--- src/rtl/if_fetch_unit_pkg.sv ---
// Shared types and constants for the instruction-fetch front end.
// XLEN/ILEN are package-wide so the fetch entry type has a single definition
// for the top, its queues and the interface.
package if_fetch_unit_pkg;

  localparam int unsigned XLEN        = 32;
  localparam int unsigned ILEN        = 32;
  localparam int unsigned INSTR_BYTES = 4;

  typedef struct packed {
    logic [XLEN-1:0] pc;
    logic [ILEN-1:0] instr;
  } fetch_entry_t;

  // Fetch targets are word aligned; the low address bits are dropped.
  function automatic logic [XLEN-1:0] align_pc(input logic [XLEN-1:0] pc);
    return pc & ~(XLEN'(INSTR_BYTES - 1));
  endfunction

endpackage

--- src/rtl/if_fetch_unit_if.sv ---
// Control, instruction-memory and ID-handshake bundle of the fetch unit.
//   master: fetch-unit view (drives imem_req/imem_addr and the ID head)
//   slave : environment view (memory, ID stage and redirect source)
interface if_fetch_unit_if
  import if_fetch_unit_pkg::*;
();

  logic            enable;
  logic            redirect_valid;
  logic [XLEN-1:0] redirect_pc;
  logic            imem_req;
  logic [XLEN-1:0] imem_addr;
  logic            imem_gnt;
  logic            imem_rvalid;
  logic [ILEN-1:0] imem_rdata;
  logic            id_valid;
  logic            id_ready;
  logic [XLEN-1:0] id_pc;
  logic [ILEN-1:0] id_instr;

  modport master (
    input  enable, redirect_valid, redirect_pc, imem_gnt, imem_rvalid, imem_rdata, id_ready,
    output imem_req, imem_addr, id_valid, id_pc, id_instr
  );

  modport slave (
    output enable, redirect_valid, redirect_pc, imem_gnt, imem_rvalid, imem_rdata, id_ready,
    input  imem_req, imem_addr, id_valid, id_pc, id_instr
  );

endinterface

--- src/rtl/if_fetch_unit_fetch_queue.sv ---
// Synchronous FIFO used for the instruction queue and the PC tag FIFO.
//   clk, reset   : clock, asynchronous active-high reset
//   flush_i      : drop all entries; a push in the same cycle survives the flush
//   push_i/pop_i : write tail / release head (push allowed when full if popping)
//   head_o       : current head entry
//   empty_o/full_o/count_o : occupancy
module if_fetch_unit_fetch_queue
  import if_fetch_unit_pkg::*;
#(
  parameter int unsigned DEPTH   = 4,
  parameter type         entry_t = fetch_entry_t
) (
  input  logic                         clk,
  input  logic                         reset,
  input  logic                         flush_i,
  input  logic                         push_i,
  input  entry_t                       push_data_i,
  input  logic                         pop_i,
  output entry_t                       head_o,
  output logic                         empty_o,
  output logic                         full_o,
  output logic [$clog2(DEPTH+1)-1:0]   count_o
);

  localparam int unsigned PtrW = (DEPTH > 1) ? $clog2(DEPTH) : 1;
  localparam int unsigned CntW = $clog2(DEPTH + 1);

  entry_t            mem_q [DEPTH];
  logic [PtrW-1:0]   wr_ptr_q, rd_ptr_q;
  logic [CntW-1:0]   cnt_q;
  logic              do_push, do_pop, we;
  logic [PtrW-1:0]   wa;

  // DEPTH need not be a power of two, so pointers wrap explicitly.
  function automatic logic [PtrW-1:0] ptr_inc(input logic [PtrW-1:0] p);
    return (p == PtrW'(DEPTH - 1)) ? '0 : p + 1'b1;
  endfunction

  assign empty_o = (cnt_q == '0);
  assign full_o  = (cnt_q == CntW'(DEPTH));
  assign count_o = cnt_q;
  assign head_o  = mem_q[rd_ptr_q];

  assign do_pop  = pop_i && !empty_o;
  assign do_push = push_i && (!full_o || do_pop);
  assign we      = flush_i ? push_i : do_push;
  assign wa      = flush_i ? '0 : wr_ptr_q;

  always_ff @(posedge clk) begin
    if (we) mem_q[wa] <= push_data_i;
  end

  always_ff @(posedge clk or posedge reset) begin
    if (reset) begin
      wr_ptr_q <= '0;
      rd_ptr_q <= '0;
      cnt_q    <= '0;
    end else if (flush_i) begin
      rd_ptr_q <= '0;
      wr_ptr_q <= push_i ? ptr_inc('0) : '0;
      cnt_q    <= CntW'(push_i);
    end else begin
      if (do_push) wr_ptr_q <= ptr_inc(wr_ptr_q);
      if (do_pop)  rd_ptr_q <= ptr_inc(rd_ptr_q);
      cnt_q <= cnt_q + CntW'(do_push) - CntW'(do_pop);
    end
  end

  overflow_a: assert property (@(posedge clk) disable iff (reset)
    !(push_i && full_o && !pop_i && !flush_i));

endmodule

--- src/rtl/if_fetch_unit.sv ---
// Instruction-fetch front end: holds the fetch PC, issues pipelined imem
// requests (req/gnt, in-order rvalid), tags responses with their PC and
// buffers them for ID. Redirects flush the queue and drop stale responses.
//   clk, reset : clock, asynchronous active-high reset
//   bus        : control, imem and ID signals (master view)
module if_fetch_unit
  import if_fetch_unit_pkg::*;
#(
  parameter logic [XLEN-1:0] RESET_PC  = '0,
  parameter int unsigned     FQ_DEPTH  = 4,
  parameter int unsigned     MAX_OUTST = 4
) (
  input  logic           clk,
  input  logic           reset,
  if_fetch_unit_if.master bus
);

  localparam int unsigned OutW  = $clog2(MAX_OUTST + 1);
  localparam int unsigned FqCnW = $clog2(FQ_DEPTH + 1);

  logic [XLEN-1:0]  fetch_pc_q, fetch_pc_d;
  logic [OutW-1:0]  outst_q, outst_d;   // all granted, unanswered requests
  logic [OutW-1:0]  drop_q, drop_d;     // oldest in-flight responses to discard
  logic [XLEN-1:0]  redirect_tgt;
  logic [31:0]      credit_used;
  logic             grant, live_rsp, fq_pop;

  fetch_entry_t     fq_head, fq_push_data;
  logic             fq_empty, fq_full;
  logic [FqCnW-1:0] fq_count;
  logic [XLEN-1:0]  tag_head;
  logic             tag_empty, tag_full;
  logic [OutW-1:0]  tag_count;

  assign redirect_tgt = align_pc(bus.redirect_pc);

  // Queue slots already promised: buffered entries plus live responses in flight.
  assign credit_used  = 32'(fq_count) + 32'(outst_q) - 32'(drop_q);
  assign bus.imem_req = !reset && bus.enable && (credit_used < 32'(FQ_DEPTH)) &&
                        (32'(outst_q) < 32'(MAX_OUTST));
  assign bus.imem_addr = bus.redirect_valid ? redirect_tgt : fetch_pc_q;
  assign grant         = bus.imem_req && bus.imem_gnt;

  // A response in the redirect cycle belongs to the old stream.
  assign live_rsp = bus.imem_rvalid && !bus.redirect_valid && (drop_q == '0);

  assign bus.id_valid = !fq_empty && !bus.redirect_valid;
  assign bus.id_pc    = fq_empty ? '0 : fq_head.pc;
  assign bus.id_instr = fq_empty ? '0 : fq_head.instr;
  assign fq_pop       = bus.id_valid && bus.id_ready;

  assign fq_push_data = '{pc: tag_head, instr: bus.imem_rdata};

  always_comb begin
    fetch_pc_d = fetch_pc_q;
    if (grant)                   fetch_pc_d = bus.imem_addr + XLEN'(INSTR_BYTES);
    else if (bus.redirect_valid) fetch_pc_d = redirect_tgt;

    outst_d = outst_q + OutW'(grant) - OutW'(bus.imem_rvalid);

    drop_d = drop_q;
    if (bus.redirect_valid)                  drop_d = outst_q - OutW'(bus.imem_rvalid);
    else if (bus.imem_rvalid && drop_q != '0) drop_d = drop_q - 1'b1;
  end

  always_ff @(posedge clk or posedge reset) begin
    if (reset) begin
      fetch_pc_q <= RESET_PC;
      outst_q    <= '0;
      drop_q     <= '0;
    end else begin
      fetch_pc_q <= fetch_pc_d;
      outst_q    <= outst_d;
      drop_q     <= drop_d;
    end
  end

  // PCs of live requests; the redirect-cycle grant is pushed past the flush.
  if_fetch_unit_fetch_queue #(
    .DEPTH   (MAX_OUTST),
    .entry_t (logic [XLEN-1:0])
  ) u_tag_fifo (
    .clk         (clk),
    .reset       (reset),
    .flush_i     (bus.redirect_valid),
    .push_i      (grant),
    .push_data_i (bus.imem_addr),
    .pop_i       (live_rsp),
    .head_o      (tag_head),
    .empty_o     (tag_empty),
    .full_o      (tag_full),
    .count_o     (tag_count)
  );

  if_fetch_unit_fetch_queue #(
    .DEPTH   (FQ_DEPTH),
    .entry_t (fetch_entry_t)
  ) u_fetch_queue (
    .clk         (clk),
    .reset       (reset),
    .flush_i     (bus.redirect_valid),
    .push_i      (live_rsp),
    .push_data_i (fq_push_data),
    .pop_i       (fq_pop),
    .head_o      (fq_head),
    .empty_o     (fq_empty),
    .full_o      (fq_full),
    .count_o     (fq_count)
  );

  outst_under_a: assert property (@(posedge clk) disable iff (reset)
    bus.imem_rvalid |-> outst_q != '0);
  outst_over_a:  assert property (@(posedge clk) disable iff (reset)
    grant |-> (32'(outst_q) < 32'(MAX_OUTST) && !tag_full));
  tag_sync_a:    assert property (@(posedge clk) disable iff (reset)
    tag_count == outst_q - drop_q);
  live_tag_a:    assert property (@(posedge clk) disable iff (reset)
    live_rsp |-> (!tag_empty && (!fq_full || fq_pop)));

endmodule
--- src/flat_wrapper.sv ---
// flat-port wrapper written by rule: the top's interface ports become plain ports
module if_fetch_unit_flat import if_fetch_unit_pkg::*;
#(
  parameter logic [XLEN-1:0] RESET_PC  = '0,
  parameter int unsigned     FQ_DEPTH  = 4,
  parameter int unsigned     MAX_OUTST = 4
)
  (clk, reset, bus_enable, bus_redirect_valid, bus_redirect_pc, bus_imem_gnt, bus_imem_rvalid, bus_imem_rdata, bus_id_ready, bus_imem_req, bus_imem_addr, bus_id_valid, bus_id_pc, bus_id_instr);
  if_fetch_unit_if bus_i ();
  input  logic clk;
  input  logic reset;
  input wire logic [$bits(bus_i.enable)-1:0] bus_enable;
  input wire logic [$bits(bus_i.redirect_valid)-1:0] bus_redirect_valid;
  input wire logic [$bits(bus_i.redirect_pc)-1:0] bus_redirect_pc;
  input wire logic [$bits(bus_i.imem_gnt)-1:0] bus_imem_gnt;
  input wire logic [$bits(bus_i.imem_rvalid)-1:0] bus_imem_rvalid;
  input wire logic [$bits(bus_i.imem_rdata)-1:0] bus_imem_rdata;
  input wire logic [$bits(bus_i.id_ready)-1:0] bus_id_ready;
  output wire logic [$bits(bus_i.imem_req)-1:0] bus_imem_req;
  output wire logic [$bits(bus_i.imem_addr)-1:0] bus_imem_addr;
  output wire logic [$bits(bus_i.id_valid)-1:0] bus_id_valid;
  output wire logic [$bits(bus_i.id_pc)-1:0] bus_id_pc;
  output wire logic [$bits(bus_i.id_instr)-1:0] bus_id_instr;
  assign bus_i.enable = bus_enable;
  assign bus_i.redirect_valid = bus_redirect_valid;
  assign bus_i.redirect_pc = bus_redirect_pc;
  assign bus_i.imem_gnt = bus_imem_gnt;
  assign bus_i.imem_rvalid = bus_imem_rvalid;
  assign bus_i.imem_rdata = bus_imem_rdata;
  assign bus_i.id_ready = bus_id_ready;
  assign bus_imem_req = bus_i.imem_req;
  assign bus_imem_addr = bus_i.imem_addr;
  assign bus_id_valid = bus_i.id_valid;
  assign bus_id_pc = bus_i.id_pc;
  assign bus_id_instr = bus_i.id_instr;
  if_fetch_unit #(.RESET_PC(RESET_PC), .FQ_DEPTH(FQ_DEPTH), .MAX_OUTST(MAX_OUTST)) u_core (.clk(clk), .reset(reset), .bus(bus_i));
endmodule
--- config.mk ---
export PLATFORM = sky130hd
export DESIGN_NAME = if_fetch_unit_flat
export DESIGN_NICKNAME = d
export VERILOG_FILES = /design/src/rtl/if_fetch_unit_pkg.sv /design/src/rtl/if_fetch_unit_if.sv /design/src/rtl/if_fetch_unit_fetch_queue.sv /design/src/rtl/if_fetch_unit.sv /design/src/flat_wrapper.sv
export SDC_FILE = /design/constraint.sdc
export NUM_CORES = 1
export LEC_CHECK = 0
export ABC_CLOCK_PERIOD_IN_PS = 6150
export CORE_ASPECT_RATIO = 0.6
export CORE_MARGIN = 5
export CORE_UTILIZATION = 46
export DETAILED_ROUTE_END_ITERATION = 7
export GPL_TIMING_DRIVEN = 0
export PLACE_DENSITY = 0.73
export SLEW_MARGIN = 20
export SYNTH_ARGS = -nofsm -noshare
export SYNTH_HDL_FRONTEND = slang
export SYNTH_SLANG_ARGS = --single-unit
--- constraint.sdc ---
create_clock -name clk -period 6.15 [get_ports clk]
set_clock_uncertainty 0.2 [all_clocks]
set_input_delay 1.23 -clock clk [delete_from_list [all_inputs] [get_ports clk]]
set_output_delay 1.23 -clock clk [all_outputs]
set_load 0.01 [all_outputs]
==> impl_metrics.ini, run 1 <==
[synthesis]
syn-mean-instance-area_um2 = 19.1
yosys_register_bits = 436
netlist_area_um2 = 17600
yosysWarningCount = 0
syn_inst = 924
syn_nets = 1020
ys_types = 46
yosysSeqAreaShare = 0.728

[critical_path]
reg2regPathDepth = 16
path_class = in -> out
slowest_delay_ps = 610
cp-end-kind = output pin
timing.rr.start = u_core.u_fetch_queue.count_o[0]$_DFF_PP0_
path_common_cell = buf_2
worstPathCellList = buf_6, buf_2, buf_2, buf_2, clkbuf_1, a21oi_1, inv_1, clkdlybuf4s50_1
start_kind = primary input
critPathSlowestCell = clkdlybuf4s50_1
crit_family = buffers and inverters
critPathArrivalTime_ps = 4260
required_ps = 4720
regToRegEndpoint = u_core.u_tag_fifo.mem_q[2][15]$_DFFE_PP_
rrSetupSlack_ps = 670
path_max_fanout = 10
critPathBufInv = 7

[worst_hold_path]
worstHoldPathCells = 2
hold_class = reg -> reg
holdPathEnd = u_core.drop_q[1]$_DFFE_PP0P_
holdCritStartpoint = u_core.drop_q[1]$_DFFE_PP0P_

[power_and_ir_drop]
powerDensity_nw_per_um2 = 357
vdd_drop_max_mv = 0.191
leakagePower_nw = 7.21

[run_status]
status = completed

[clock_network]
cts_hold_buf = 0
cts_root_buffer = clkbuf_16
cts_sinks = 436
cts_tree = yes
clk_latency_ps = 550
postCtsResizedCells = 0
post_cts_buffers = 0
cts_buffer_depth = 3
numCtsBuffers = 40
cts-htree-levels = 2
path_clk_slew_ps = 60

[route]
ant_nets = 0
routed_wl_um = 39200
vias_per_cell = 5.42
wire_per_inst_um = 22.9
first_iter_violations = 663
drc = 0
num_vias = 9254
firstDrtPassIters = 5

[sta]
rsz0062_at_grt = no
final_max_slew_viol_count = 0
setup_viol_count_final = 0
setup-tns-final_ps = 0
maxSlewHeadroom = 0.344
finalHoldViolations = 0
setup_ws_ps = 461
fin_hold_ws_ps = 391
tightest_slew_ps = 985
finalCritPeriodShare = 0.925
fin_crit_ps = 5690
clock.fmax_ghz = 0.176

[global_routing]
track_usage = 0.185
grt_pass1_vias = 9673
grt_overflow = 0
grt_start_max_net_pins = 53
antenna_found_initial = 0
grt_pass1_wl_um = 60000

[floorplan]
io_pins = 169
die_h_um = 162
rows = 55
start_util = 0.466
core_area_um2 = 37800
fp.dieArea_um2 = 42400
die_x_um = 263

[finish]
layout-drive-gt1-share = 0.194
fin_util = 0.575
design_area_um2 = 21700
fin_nets = 1259
syn2layout_area_growth_pct = 23.3

[place]
place_hpwl_um = 27900
post-place-ws_ps = 578
dpl-instance-area_um2 = 20400
place_congestion = 0.830
portBuffers = 165

[run]
cap_violations = 0
metrics by stage:
step | instances | total power [mW]
after floorplan | 924 | 4.53
after global placement | 1602 | 5.30
after detailed placement | 1634 | 5.38
after CTS | 1706 | 7.85
after global routing | 1706 | 8.13
final | 1707 | 7.75
flip-flops by register name, summed over array words and instances (netlist names):
register                       cells
u_core.fetch_pc_q                 32
u_core.u_tag_fifo.mem_q          128
u_core.u_fetch_queue.count_o       3
u_core.u_tag_fifo.wr_ptr_q         2
u_core.u_fetch_queue.mem_q       256
u_core.outst_q                     3
u_core.u_fetch_queue.wr_ptr_q      2
u_core.u_tag_fifo.count_o          3
u_core.drop_q                      3
u_core.u_tag_fifo.rd_ptr_q         2
u_core.u_fetch_queue.rd_ptr_q      2
cell type report:
cell class	count	area [um2]
diodes	1	2.50
plain buffers	42	189
clock buffers	57	1140
clock inverters	15	156
fillers	2818	16100
inverters	28	108
multi-input cells	418	4570
flip-flops and latches	436	12800
well taps	513	642
repair buffers	197	2090
worst reg2reg max path, delay by kind of cell, from the launching register on:
kind | cells | cell delay, ps
fa+ha+maj | 4 | 1090
xor+xnor | 1 | 160
compound gates | 2 | 380
flops | 1 | 420
buf+inv | 3 | 750
mux | 1 | 340
simple gates | 5 | 1860
synthesized netlist by cell type (all sizes together):
| library cell | instances | area share |
|---|---|---|
| nand2b | 8 | 0.0028 |
| nand2 | 33 | 0.0072 |
| and3 | 4 | 0.0014 |
| o31ai | 1 | 0.00043 |
| mux4 | 96 | 0.12 |
| mux2 | 20 | 0.013 |
| clkbuf | 23 | 0.0049 |
| nand3 | 18 | 0.0051 |
| buf | 19 | 0.0058 |
| dfrtp | 52 | 0.074 |
| o22a | 1 | 0.00050 |
| o21ai | 8 | 0.0023 |
| a32o | 3 | 0.0017 |
| edfxtp | 384 | 0.65 |
| ha | 21 | 0.015 |
| xnor2 | 26 | 0.013 |
| a211oi | 1 | 0.0011 |
| nand3b | 3 | 0.0020 |
| nor3 | 13 | 0.0040 |
| or4 | 1 | 0.00064 |
| o221ai | 1 | 0.00050 |
| nand4 | 5 | 0.0018 |
| a21o | 3 | 0.0013 |
| xor2 | 12 | 0.0060 |
| a221oi | 1 | 0.00050 |
| nor2 | 24 | 0.0051 |
| nor2b | 74 | 0.026 |
| fa | 4 | 0.0045 |
| a31oi | 2 | 0.00071 |
| nand4bb | 1 | 0.00064 |
| inv | 28 | 0.0060 |
| o22ai | 1 | 0.00036 |
| nor3b | 2 | 0.00085 |
| a31o | 1 | 0.00050 |
| nor4 | 2 | 0.0019 |
| a21oi | 12 | 0.0034 |
| and2 | 3 | 0.0011 |
| nand4b | 3 | 0.0015 |
| mux2i | 10 | 0.0057 |
how the worst max path moves through the flow:
stage | start | endpoint | slack, ps | cells after the start
after global routing | u_core.u_fetch_queue.count_o[0]$_DFF_PP0_ | bus_imem_req | 280 | 12
after CTS | u_core.u_fetch_queue.count_o[0]$_DFF_PP0_ | bus_imem_req | 530 | 12
after detailed placement | bus_redirect_valid | bus_imem_addr[12] | 580 | 8
after floorplan | u_core.u_fetch_queue.count_o[0]$_DFF_PP0_ | u_core.u_tag_fifo.mem_q[0][0]$_DFFE_PP_ | 170 | 13
after global placement | bus_redirect_valid | u_core.u_fetch_queue.mem_q[0][31]$_DFFE_PP_ | -2330 | 7
final | bus_redirect_valid | bus_imem_addr[12] | 460 | 8
per-layer routing:
metal	share of wire	track usage	up-vias	wire length (um)
met2	0.48	0.294	307	18700
met3	0.064	0.0361	59	2500
li1	-	-	4096	-
met4	0.015	0.0392	0	587
met5	0	0	-	0
met1	0.44	0.270	4792	17300
cells in the final DEF, fill, tap and decap left out, types with 4 or more instances in the layout:
cell,n
mux4_2,96
fa_1,4
xnor2_1,26
clkbuf_1,36
nand4_1,5
nor2_1,24
buf_2,7
inv_1,27
clkdlybuf4s50_1,165
mux2i_1,10
buf_6,7
buf_8,8
clkbuf_16,43
nor3_2,4
nand2_1,32
dfrtp_1,52
clkinv_2,4
edfxtp_1,384
o21ai_0,7
nand3_1,18
clkinv_1,4
buf_16,6
mux2_2,20
nor3_1,7
xor2_1,12
a21oi_1,12
buf_1,8
buf_4,15
nor2b_1,74
ha_1,21
nand2b_1,8
where the power goes:
part	switching, mW	internal, mW
sequential	0.0625	3.36
clock	1.04	1.42
combinational	0.928	0.932
total	2.03	5.72
kinds of logic (layout without fill, tap and decap cells):
kind of cell             after synthesis  count (layout)  synth area share
AO/OA/AOI/OAI                         35              35            0.0133
XOR/XNOR                              38              38            0.0189
adder cells (fa/ha/maj)               25              25            0.0195
buffers and inverters                 70             339            0.0167
flip-flops                           436             436             0.728
multiplexers                         126             126             0.141
other                                  0               1                 0
AND/OR/NAND/NOR                      194             194            0.0623
Note: power is estimated with default switching activity, not from simulation.
==> run 2, diff against run 1 <==
--- a/config.mk
+++ b/config.mk
@@ -10,6 +10,7 @@
 export CORE_MARGIN = 5
 export CORE_UTILIZATION = 46
 export DETAILED_ROUTE_END_ITERATION = 7
+export GPL_ROUTABILITY_DRIVEN = 0
 export GPL_TIMING_DRIVEN = 0
 export PLACE_DENSITY = 0.73
 export SLEW_MARGIN = 20
==> results of run 2 <==
No change in the layout: final DEF, timing and power equal those of run 1.
